File: config.mk
export PLATFORM = sky130hd
export DESIGN_NAME = mem_port_arbiter_flat
export DESIGN_NICKNAME = d
export VERILOG_FILES = /design/src/rtl/mem_port_arbiter_if.sv /design/src/rtl/mem_port_arbiter.sv /design/src/flat_wrapper.sv
export SDC_FILE = /design/constraint.sdc
export NUM_CORES = 1
export LEC_CHECK = 0
export ABC_AREA = 1
export CAP_MARGIN = 20
export CORE_AREA = 2 2 151 153
export DETAILED_ROUTE_END_ITERATION = 12
export DIE_AREA = 0 0 153 155
export PLACE_DENSITY = 0.57
export RECOVER_POWER = 25
export SETUP_SLACK_MARGIN = 0.3
export SLEW_MARGIN = 20
export SYNTH_ARGS = -nofsm -noshare
export SYNTH_HDL_FRONTEND = slang
export SYNTH_SLANG_ARGS = --single-unit
File: constraint.sdc
create_clock -name clk -period 1.97 [get_ports clk]
set_clock_uncertainty 0.1 [all_clocks]
set_input_delay 0.394 -clock clk [delete_from_list [all_inputs] [get_ports clk]]
set_output_delay 0.394 -clock clk [all_outputs]
set_load 0.005 [all_outputs]
File: src/rtl/mem_port_arbiter_if.sv
// Signal bundle between the core's fetch/data ports, the shared memory
// and the arbiter. The arbiter sits on the slave modport; the core and
// memory model sit on the master modport.
//
// Handshakes: a requester raises its req together with its address and
// payload and holds them until the matching ready pulse; ready is a
// one-cycle pulse that marks completion (with err when the access was
// aborted). On the memory side mem_req is held with stable mem_* fields
// until mem_ack; mem_ack and mem_rdata are only meaningful while mem_req=1.
interface mem_port_arbiter_if #(
    parameter int ADDR_W = 32,
    parameter int DATA_W = 32
);
    // Instruction-fetch port
    logic                i_req;
    logic [ADDR_W-1:0]   i_addr;
    logic                i_ready;
    logic [DATA_W-1:0]   i_rdata;
    logic                i_err;

    // Data port
    logic                d_req;
    logic                d_we;
    logic [ADDR_W-1:0]   d_addr;
    logic [DATA_W-1:0]   d_wdata;
    logic [DATA_W/8-1:0] d_mask;
    logic                d_ready;
    logic [DATA_W-1:0]   d_rdata;
    logic                d_err;

    // Hazard-unit stalls
    logic                stall_i;
    logic                stall_d;

    // Memory side
    logic                mem_req;
    logic                mem_we;
    logic [ADDR_W-1:0]   mem_addr;
    logic [DATA_W-1:0]   mem_wdata;
    logic [DATA_W/8-1:0] mem_mask;
    logic                mem_ack;
    logic [DATA_W-1:0]   mem_rdata;

    // Arbiter view
    modport slave (
        input  i_req, i_addr,
        output i_ready, i_rdata, i_err,
        input  d_req, d_we, d_addr, d_wdata, d_mask,
        output d_ready, d_rdata, d_err,
        output stall_i, stall_d,
        output mem_req, mem_we, mem_addr, mem_wdata, mem_mask,
        input  mem_ack, mem_rdata
    );

    // Core + memory view
    modport master (
        output i_req, i_addr,
        input  i_ready, i_rdata, i_err,
        output d_req, d_we, d_addr, d_wdata, d_mask,
        input  d_ready, d_rdata, d_err,
        input  stall_i, stall_d,
        input  mem_req, mem_we, mem_addr, mem_wdata, mem_mask,
        output mem_ack, mem_rdata
    );
endinterface

File: src/rtl/mem_port_arbiter.sv
// Shares one single-port, variable-latency memory between the fetch port
// and the data port. One transaction is in flight at a time: IDLE picks a
// requester (round-robin on contention), BUSY holds the memory request
// until mem_ack or timeout, RESP pulses the winner's ready for one cycle.
module mem_port_arbiter #(
    parameter int ADDR_W  = 32,
    parameter int DATA_W  = 32,
    parameter int TIMEOUT = 255
) (
    input  logic                 clk,
    input  logic                 rst,
    mem_port_arbiter_if.slave    bus,
    output logic [1:0]           dbg_state
);
    localparam int MASK_W = DATA_W / 8;
    localparam int CNT_W  = (TIMEOUT > 1) ? $clog2(TIMEOUT + 1) : 1;
    localparam logic [DATA_W-1:0] ABORT_WORD = DATA_W'(32'hDEADBEEF);

    typedef enum logic [1:0] {
        IDLE = 2'd0,
        BUSY = 2'd1,
        RESP = 2'd2
    } state_t;

    state_t              state;
    logic                grant_d;      // 1: data port owns the transaction
    logic                last_d;       // 1: data port was granted last
    logic [CNT_W-1:0]    tmo_cnt;

    logic                mem_req_q;
    logic                mem_we_q;
    logic [ADDR_W-1:0]   mem_addr_q;
    logic [DATA_W-1:0]   mem_wdata_q;
    logic [MASK_W-1:0]   mem_mask_q;

    logic                i_ready_q;
    logic                d_ready_q;
    logic                i_err_q;
    logic                d_err_q;
    logic [DATA_W-1:0]   i_rdata_q;
    logic [DATA_W-1:0]   d_rdata_q;

    logic                pick_d;
    logic                timeout_hit;

    // Arbitration: a lone requester wins; on contention the port that did
    // not win last time goes first.
    always_comb begin
        pick_d = bus.d_req & (~bus.i_req | ~last_d);
    end

    // Abort when this BUSY cycle would bring the wait count up to TIMEOUT,
    // so mem_req stays high for exactly TIMEOUT cycles without an ack.
    always_comb begin
        timeout_hit = (TIMEOUT != 0) && ((int'(tmo_cnt) + 1) >= TIMEOUT);
    end

    // Main controller: state, latched transaction and registered responses.
    always_ff @(posedge clk or negedge rst) begin
        if (!rst) begin
            state       <= IDLE;
            grant_d     <= 1'b0;
            last_d      <= 1'b1;
            tmo_cnt     <= '0;
            mem_req_q   <= 1'b0;
            mem_we_q    <= 1'b0;
            mem_addr_q  <= '0;
            mem_wdata_q <= '0;
            mem_mask_q  <= '0;
            i_ready_q   <= 1'b0;
            d_ready_q   <= 1'b0;
            i_err_q     <= 1'b0;
            d_err_q     <= 1'b0;
            i_rdata_q   <= '0;
            d_rdata_q   <= '0;
        end else begin
            case (state)
                IDLE: begin
                    if (bus.i_req || bus.d_req) begin
                        state     <= BUSY;
                        grant_d   <= pick_d;
                        last_d    <= pick_d;
                        tmo_cnt   <= '0;
                        mem_req_q <= 1'b1;
                        if (pick_d) begin
                            mem_we_q    <= bus.d_we;
                            mem_addr_q  <= bus.d_addr;
                            mem_wdata_q <= bus.d_wdata;
                            mem_mask_q  <= bus.d_mask;
                        end else begin
                            // Fetches are always plain reads
                            mem_we_q    <= 1'b0;
                            mem_addr_q  <= bus.i_addr;
                            mem_wdata_q <= '0;
                            mem_mask_q  <= '0;
                        end
                    end
                end

                BUSY: begin
                    if (bus.mem_ack) begin
                        state     <= RESP;
                        mem_req_q <= 1'b0;
                        mem_we_q  <= 1'b0;
                        if (grant_d) begin
                            d_ready_q <= 1'b1;
                            // Stores leave the load register untouched
                            if (!mem_we_q) begin
                                d_rdata_q <= bus.mem_rdata;
                            end
                        end else begin
                            i_ready_q <= 1'b1;
                            i_rdata_q <= bus.mem_rdata;
                        end
                    end else if (timeout_hit) begin
                        state     <= RESP;
                        mem_req_q <= 1'b0;
                        mem_we_q  <= 1'b0;
                        if (grant_d) begin
                            d_ready_q <= 1'b1;
                            d_err_q   <= 1'b1;
                            d_rdata_q <= ABORT_WORD;
                        end else begin
                            i_ready_q <= 1'b1;
                            i_err_q   <= 1'b1;
                            i_rdata_q <= ABORT_WORD;
                        end
                    end else begin
                        tmo_cnt <= tmo_cnt + 1'b1;
                    end
                end

                RESP: begin
                    // Requests are not looked at here; a held req is
                    // treated as a fresh request once back in IDLE.
                    state     <= IDLE;
                    i_ready_q <= 1'b0;
                    d_ready_q <= 1'b0;
                    i_err_q   <= 1'b0;
                    d_err_q   <= 1'b0;
                end

                default: begin
                    state <= IDLE;
                end
            endcase
        end
    end

    assign dbg_state     = state;

    assign bus.mem_req   = mem_req_q;
    assign bus.mem_we    = mem_we_q;
    assign bus.mem_addr  = mem_addr_q;
    assign bus.mem_wdata = mem_wdata_q;
    assign bus.mem_mask  = mem_mask_q;

    assign bus.i_ready   = i_ready_q;
    assign bus.d_ready   = d_ready_q;
    assign bus.i_err     = i_err_q;
    assign bus.d_err     = d_err_q;
    assign bus.i_rdata   = i_rdata_q;
    assign bus.d_rdata   = d_rdata_q;

    // Stalls are forced low while reset is asserted so the hazard unit
    // never sees a stall from a requester the arbiter is ignoring.
    assign bus.stall_i   = rst & bus.i_req & ~i_ready_q;
    assign bus.stall_d   = rst & bus.d_req & ~d_ready_q;
endmodule

File: src/flat_wrapper.sv
// flat-port wrapper written by rule: the top's interface ports become plain ports
module mem_port_arbiter_flat 
#(
    parameter int ADDR_W  = 32,
    parameter int DATA_W  = 32,
    parameter int TIMEOUT = 255
)
  (clk, rst, dbg_state, bus_i_req, bus_i_addr, bus_i_ready, bus_i_rdata, bus_i_err, bus_d_req, bus_d_we, bus_d_addr, bus_d_wdata, bus_d_mask, bus_d_ready, bus_d_rdata, bus_d_err, bus_stall_i, bus_stall_d, bus_mem_req, bus_mem_we, bus_mem_addr, bus_mem_wdata, bus_mem_mask, bus_mem_ack, bus_mem_rdata);
  mem_port_arbiter_if #(.ADDR_W(ADDR_W), .DATA_W(DATA_W)) bus_i ();
  input  logic clk;
  input  logic rst;
  output logic [1:0] dbg_state;
  input wire logic [$bits(bus_i.i_req)-1:0] bus_i_req;
  input wire logic [$bits(bus_i.i_addr)-1:0] bus_i_addr;
  output wire logic [$bits(bus_i.i_ready)-1:0] bus_i_ready;
  output wire logic [$bits(bus_i.i_rdata)-1:0] bus_i_rdata;
  output wire logic [$bits(bus_i.i_err)-1:0] bus_i_err;
  input wire logic [$bits(bus_i.d_req)-1:0] bus_d_req;
  input wire logic [$bits(bus_i.d_we)-1:0] bus_d_we;
  input wire logic [$bits(bus_i.d_addr)-1:0] bus_d_addr;
  input wire logic [$bits(bus_i.d_wdata)-1:0] bus_d_wdata;
  input wire logic [$bits(bus_i.d_mask)-1:0] bus_d_mask;
  output wire logic [$bits(bus_i.d_ready)-1:0] bus_d_ready;
  output wire logic [$bits(bus_i.d_rdata)-1:0] bus_d_rdata;
  output wire logic [$bits(bus_i.d_err)-1:0] bus_d_err;
  output wire logic [$bits(bus_i.stall_i)-1:0] bus_stall_i;
  output wire logic [$bits(bus_i.stall_d)-1:0] bus_stall_d;
  output wire logic [$bits(bus_i.mem_req)-1:0] bus_mem_req;
  output wire logic [$bits(bus_i.mem_we)-1:0] bus_mem_we;
  output wire logic [$bits(bus_i.mem_addr)-1:0] bus_mem_addr;
  output wire logic [$bits(bus_i.mem_wdata)-1:0] bus_mem_wdata;
  output wire logic [$bits(bus_i.mem_mask)-1:0] bus_mem_mask;
  input wire logic [$bits(bus_i.mem_ack)-1:0] bus_mem_ack;
  input wire logic [$bits(bus_i.mem_rdata)-1:0] bus_mem_rdata;
  assign bus_i.i_req = bus_i_req;
  assign bus_i.i_addr = bus_i_addr;
  assign bus_i_ready = bus_i.i_ready;
  assign bus_i_rdata = bus_i.i_rdata;
  assign bus_i_err = bus_i.i_err;
  assign bus_i.d_req = bus_d_req;
  assign bus_i.d_we = bus_d_we;
  assign bus_i.d_addr = bus_d_addr;
  assign bus_i.d_wdata = bus_d_wdata;
  assign bus_i.d_mask = bus_d_mask;
  assign bus_d_ready = bus_i.d_ready;
  assign bus_d_rdata = bus_i.d_rdata;
  assign bus_d_err = bus_i.d_err;
  assign bus_stall_i = bus_i.stall_i;
  assign bus_stall_d = bus_i.stall_d;
  assign bus_mem_req = bus_i.mem_req;
  assign bus_mem_we = bus_i.mem_we;
  assign bus_mem_addr = bus_i.mem_addr;
  assign bus_mem_wdata = bus_i.mem_wdata;
  assign bus_mem_mask = bus_i.mem_mask;
  assign bus_i.mem_ack = bus_mem_ack;
  assign bus_i.mem_rdata = bus_mem_rdata;
  mem_port_arbiter #(.ADDR_W(ADDR_W), .DATA_W(DATA_W), .TIMEOUT(TIMEOUT)) u_core (.clk(clk), .rst(rst), .bus(bus_i), .dbg_state(dbg_state));
endmodule
==> metrics.cfg <==
[outcome]
status = completed

[cts]
hold_buffers = 0
cts_num_sinks = 150
cts_tree = built
clkLatencyLatePin_ns = 0.42
htree_levels = 4
cts_buffers = 17
clk_pin_slew_ns = 0.07
cts_buffer_depth = 2
root_buffer = clkbuf_16

[power]
power_report.internal_total_mw = 9.65
power.density_nw_per_um2 = 1390
leakage_nw = 5.47
p_clk_frac = 0.208
peakVddDrop_mv = 0.506
p_sw_mw = 5.69
swShare = 0.371
seq_power_share = 0.343
combPwrFrac = 0.448

[setup_path]
crit_chain = inv_2 > ha_4 > nand2_2 > nor2_2 > nand2_2 > nor2_4 > nand2_4 > nand3_4 > nand2_8 > clkbuf_16 > nand2_1 > o21ai_2
critPathCaptureType = flip-flop
crit_family = simple AND/OR/NAND/NOR gates
critPathArrivalTime_ns = 2.13
cp_max_fo = 9
cp_slowest_stage_delay_ns = 0.43
cp_common_cell = nand2_2
path_buf_inv = 2
critPathLaunchType = flip-flop
slowest_stage = dfrtp_1
worstSetupPathType = reg2reg
required_ns = 2.18

[floorplan]
die_h_microns = 155
start_util = 0.293
dieArea_sq_um = 23700
core_sq_um = 22200
boundaryPins = 280
fp.dieW_microns = 153
fp-row-count = 55

[synth]
synth_warnings = 0
yosysTopAreaCell = dfrtp_1
avgSynthCellArea_sq_um = 8.92
yosysTopAreaCellShare = 0.573
syn-num-nets = 872
netlist_instances = 729
syn-cell-area_sq_um = 6500
synth.most_common_cell = nand2_1
synthTopCellsByCount = nand2_1 (238), dfrtp_1 (149), o21ai_0 (72), nor2_1 (60), nand3_1 (47)
synthTopCellsByArea = dfrtp_1 (57%), nand2_1 (14%), o21ai_0 (5.5%)
synth_seq_area_share = 0.577
synth_cell_types = 26
synth_edf_count = 0
synth_ff_type = dfrtp_1
synth-seq-cells = 150
async_flop_share = 1.00

[cells_and_area]
layout-drive-gt1-share = 0.220
utilization = 0.496
final_nets = 1194
area_delta_synth_final_pct = 69.6

[detailed_routing]
drc_errors = 0
wirelength_microns = 21600
vias_per_cell = 4.53
dr_total_vias = 6120
wl_per_cell_microns = 16.0
dr.pass1.iters = 4
antenna_left = 0
first_iter_violations = 363

[global_routing]
overflow = 0
antenna_found_initial = 1
grt_max_degree = 151
grt.total_usage = 0.176
grt_pass1_wl_microns = 33200
grt_pass1_vias = 6091

[sta]
hold_violations = 0
grt_setup_unrepaired = true
finalWorstSetupSlack_ns = 0.0553
finalCritPeriodShare = 0.972
slew_viol_final = 0
maxSlewHeadroom = 0.00897
tightestPinTransition_ns = 1.49
finalCriticalPeriod_ns = 1.91
timing.fmax_mhz = 522
whs_ns = 0.244
setup_viol = 0

[placement]
pre_cts_slack_ns = -0.140
dp_hpwl_microns = 13900
portBuffers = 279
gp_congestion = 0.794

[hold_path]
hold_class = in2async

[run]
drv_cap = 0

## cells in the final DEF (no fill, tap or decap), types with 2 or more instances in the layout
cell,netlist,routed
dlygate4sd2_1,0,130
clkinv_4,0,5
buf_4,0,37
dfrtp_2,0,4
o21ai_1,42,54
nand3_2,1,3
buf_2,0,4
nand2_2,6,27
clkdlybuf4s50_1,0,134
nand2_4,3,30
a21oi_1,2,2
nand3_4,1,2
nor2_4,5,6
o21ai_2,23,42
nand2_1,238,189
dfrtp_1,149,145
inv_1,22,17
buf_12,0,8
nor2_1,60,56
buf_6,12,11
o21ai_0,72,41
o21bai_1,2,2
buf_16,0,2
nand4_1,3,3
inv_2,1,5
ha_4,0,3
nand3_1,47,44
nor2_2,0,3
clkbuf_16,0,22
inv_6,0,6
clkinvlp_4,0,2
inv_8,0,2
dlymetal6s2s_1,0,9
## final cells by class
type / instances / area (sq um)
inverter: 26 / 109
antenna: 1 / 2.50
clock buffer: 18 / 439
clock inverter: 14 / 134
timing repair buffer: 342 / 3370
multi-input combinational: 514 / 2860
tap: 285 / 357
sequential: 150 / 3760
fill: 2180 / 11200
## sequential cells by signal, summed over array words and instances, names as in the netlist
name                  flops
u_core.bus.mem_we         1
u_core.bus.mem_mask       4
u_core.bus.d_rdata       32
u_core.grant_d            1
u_core.bus.i_rdata       32
u_core.bus.mem_addr      32
u_core.bus.d_ready        1
u_core.bus.mem_req        1
u_core.bus.i_ready        1
u_core.last_d             1
u_core.dbg_state          2
u_core.bus.i_err          1
u_core.tmo_cnt            8
u_core.bus.d_err          1
u_core.bus.mem_wdata     32
## logic make-up after synthesis
| kind of cell | share of synthesized area |
|---|---|
| DFF | 0.577 |
| buffers and inverters | 0.0514 |
| xor gates and xnor gates | 0.00135 |
| adders and majority gates | 0.00962 |
| AOI/OAI and AO/OA | 0.124 |
| and+or+nand+nor | 0.236 |
## through the flow
step | total power, mW | instances | cell area (sq um) | setup TNS (ns)
2_1_floorplan | 7.84 | 729 | 6530 | 0
3_3_place_gp | 11.8 | 1284 | 9770 | -2.98
3_5_place_dp | 11.9 | 1284 | 9770 | -4.74
4_1_cts | 14.5 | 1325 | 10300 | 0
5_1_grt | 16.5 | 1349 | 11000 | -0.768
6_report | 15.3 | 1350 | 11000 | 0
## what timing repair did
action                     4_1_cts  5_1_grt
resized for setup              157      169
setup endpoints to repair      291      157
gates cloned                     1        8
hold endpoints to repair         0        0
pin swaps                        2       36
buffers inserted                 8       16
## path summary, 6_finish.rpt
path                                         from                 endpoint  slack, ns  cells past startpoint
hold reg to reg            u_core.bus.mem_mask[0]   u_core.bus.mem_mask[0]       0.37                      2
setup / recovery                u_core.tmo_cnt[0]   u_core.bus.i_rdata[31]       0.06                     12
max in group asynchronous                     rst  u_core.bus.mem_addr[20]       0.42                      2
min in group clk           u_core.bus.mem_mask[0]   u_core.bus.mem_mask[0]       0.37                      2
hold / removal                                rst   u_core.bus.d_rdata[11]       0.24                      2
setup reg to reg                u_core.tmo_cnt[0]   u_core.bus.i_rdata[31]       0.06                     12
## layer usage
metal,part of all wire,track usage
met4,0.013,0.0551
met2,0.48,0.285
met5,0,0
met1,0.43,0.218
met3,0.081,0.0674
## worst register-to-register path: cells and delay by family (launching register included)
family	cells	cell delay, ns
flops	1	0.43
buf+inv	2	0.33
simple gates	8	0.76
compound gates	1	0.05
fa+ha+maj	1	0.14
## power by group through the flow
stage	Combinational, mW	Clock (mW)	Sequential [mW]
5_1_grt	7.66	3.43	5.45
4_1_cts	6.07	3.31	5.15
6_report	6.88	3.20	5.27
3_5_place_dp	6.64	0	5.22
2_1_floorplan	2.53	0	5.30
3_3_place_gp	6.60	0	5.19
Note: power is estimated with default switching activity, not from simulation.
==> RTL edit, RTL diff (config.mk and constraints unchanged) <==
Make the reset (`rst`) synchronous in one clocked block.
--- a/src/rtl/mem_port_arbiter.sv
+++ b/src/rtl/mem_port_arbiter.sv
@@ -56,7 +56,7 @@
     end
 
     // Main controller: state, latched transaction and registered responses.
-    always_ff @(posedge clk or negedge rst) begin
+    always_ff @(posedge clk) begin
         if (!rst) begin
             state       <= IDLE;
             grant_d     <= 1'b0;
Formal check against the unedited RTL: differs if rst is asserted again (counterexample within 4 cycles, from zero or initial values and one cycle with rst low); with rst held inactive, the same outputs for 4 cycles.
==> RTL edit against the unedited design <==
  * Via count is 14% higher
  * Worst setup slack worse by 0.042 ns
  * Cell count is 9.2% higher
  * Area after synthesis is 3.0% lower
  * Sequential cell count stayed put
  * Final area is 0.32% higher
  * Wire length is 8.9% higher
Power is not compared: it rests on default switching activity, and its combinational part moved more than twofold at a synthesized area within 25%.
==> RTL edit: results (changes against the unedited design) <==
Global route
  – Number of global-route vias before repair: 6,621 (+8.7%)
  – GRT met2 Usage: 30.2% (+1.7 points)
  – Largest net degree at the start of global routing: 87 (-42%)
  – M1 GR Usage: 22.6% (+0.83 points)
  – Initial antenna violation count: 2 (+1)
  – Global-route wire length before repair: 35,100 microns (+5.8%)
  – GR Util All Layers: 18.3% (+0.72 points)
  – GRT met3 Usage: 6.66% (-0.084 points)

Worst setup path
  – CP max FO: 5 (-4)
  – Crit-path slowest cell: dfxtp_4
  – Max incr delay on CP: 0.38 ns (-0.05 ns)

Place
  – Placed Area: 0.00958 sq mm (-2.0%)
  – Setup WS pre-CTS: -0.212 ns (-0.0718 ns)
  – Final Wtd Congestion: 0.801 (+0.83%)
  – Final HPWL DP: 15,400 microns (+11%)

Drt
  – M1 WL: 10,200 microns (+11%)
  – Number of DRC markers in iteration 0: 317 (-13%)
  – Top routing layer in use: met5
  – Met2 WL: 11,100 microns (+6.8%)
  – Via Count: 6,955 (+14%)
  – WL met3: 1810 microns (+3.4%)
  – WL per Instance: 15.9 microns (-0.26%)

Cells and area
  – Signal inverters: 28 (+7.7%)
  – Final #Nets: 1,318 (+10%)
  – Non-clock buffers, area share: 32.5% (+1.9 points)
  – Multi-input gates: 637 (+24%)
  – Fraction of area in multi-input gates: 30.4% (+4.5 points)
  – Layout Cells excl Fill: 1,474 (+9.2%)
  – Layout area overhead: 75.4%
  – Clock-cell share: 5.34% (+0.14 points)
  – Share of cells above drive strength 1: 19.4% (-2.5 points)
  – # clk buffers: 19 (+1)
  – FFs & Latches: 150 (unchanged)
  – Nonclk buf count: 341 (-0.29%)
  – Layout fillers: 2,192 (+0.55%)

Yosys
  – Synth Area in Compound Gates: 14.1% (+1.7 points)
  – Synth Area in Adders: 0.992% (+0.030 points)
  – Synth unique cells: 28 (+7.7%)
  – Syn_nets: 1,020 (+17%)
  – Most frequent cells after synthesis: nand2_1 (252), dfxtp_1 (150), nor2_1 (112)
  – Synth top area cells: dfxtp_1 (48%), nand2_1 (15%), a21oi_1 (7.0%)
  – Syn_area_per_cell: 7.19 sq um (-19%)
  – Part of the Yosys area used for sequential elements: 47.6% (-10 points)
  – Synth Area in XOR/XNOR: 0.139% (+0.0042 points)
  – Ys async rst share: 0% (-100 points)

Clocking
  – Clk Tree Root Cell: clkbuf_16
  – Clk slew on worst S/H paths: 0.07 ns (about the same)

Timing
  – Rel. slew slack: 60.3% (+59 points)

Run status
  – Status: completed

Worst hold path
  – Hold Crit Class: reg -> reg
RTL edit: changes by cell type in the layout (fill, tap and decap cells not counted), moves of 42 or more:
cell / before / now
o21ai_2: 42 / 0
nor2_1: 56 / 104
dlygate4sd2_1: 130 / 66
a21oi_1: 2 / 65
o21ai_1: 54 / 5
dfxtp_1: 0 / 136
dfrtp_1: 145 / 0
RTL edit: final timing paths:
| kind | start | endpoint | slack [ns] | depth (start not counted) |
|---|---|---|---|---|
| max | u_core.tmo_cnt[1] | u_core.dbg_state[1] | 0.01 | 12 |
| max reg2reg | u_core.tmo_cnt[1] | u_core.dbg_state[1] | 0.01 | 12 |
| min reg2reg | u_core.bus.i_err | u_core.bus.i_err | 0.36 | 2 |
| min | u_core.bus.i_err | u_core.bus.i_err | 0.36 | 2 |
RTL edit: repair_timing:
item                       in CTS  in global routing
buffers inserted                9                  9
setup endpoints to repair     254                219
resized for setup             103                211
pin swaps                       8                 23
gates cloned                    3                  7
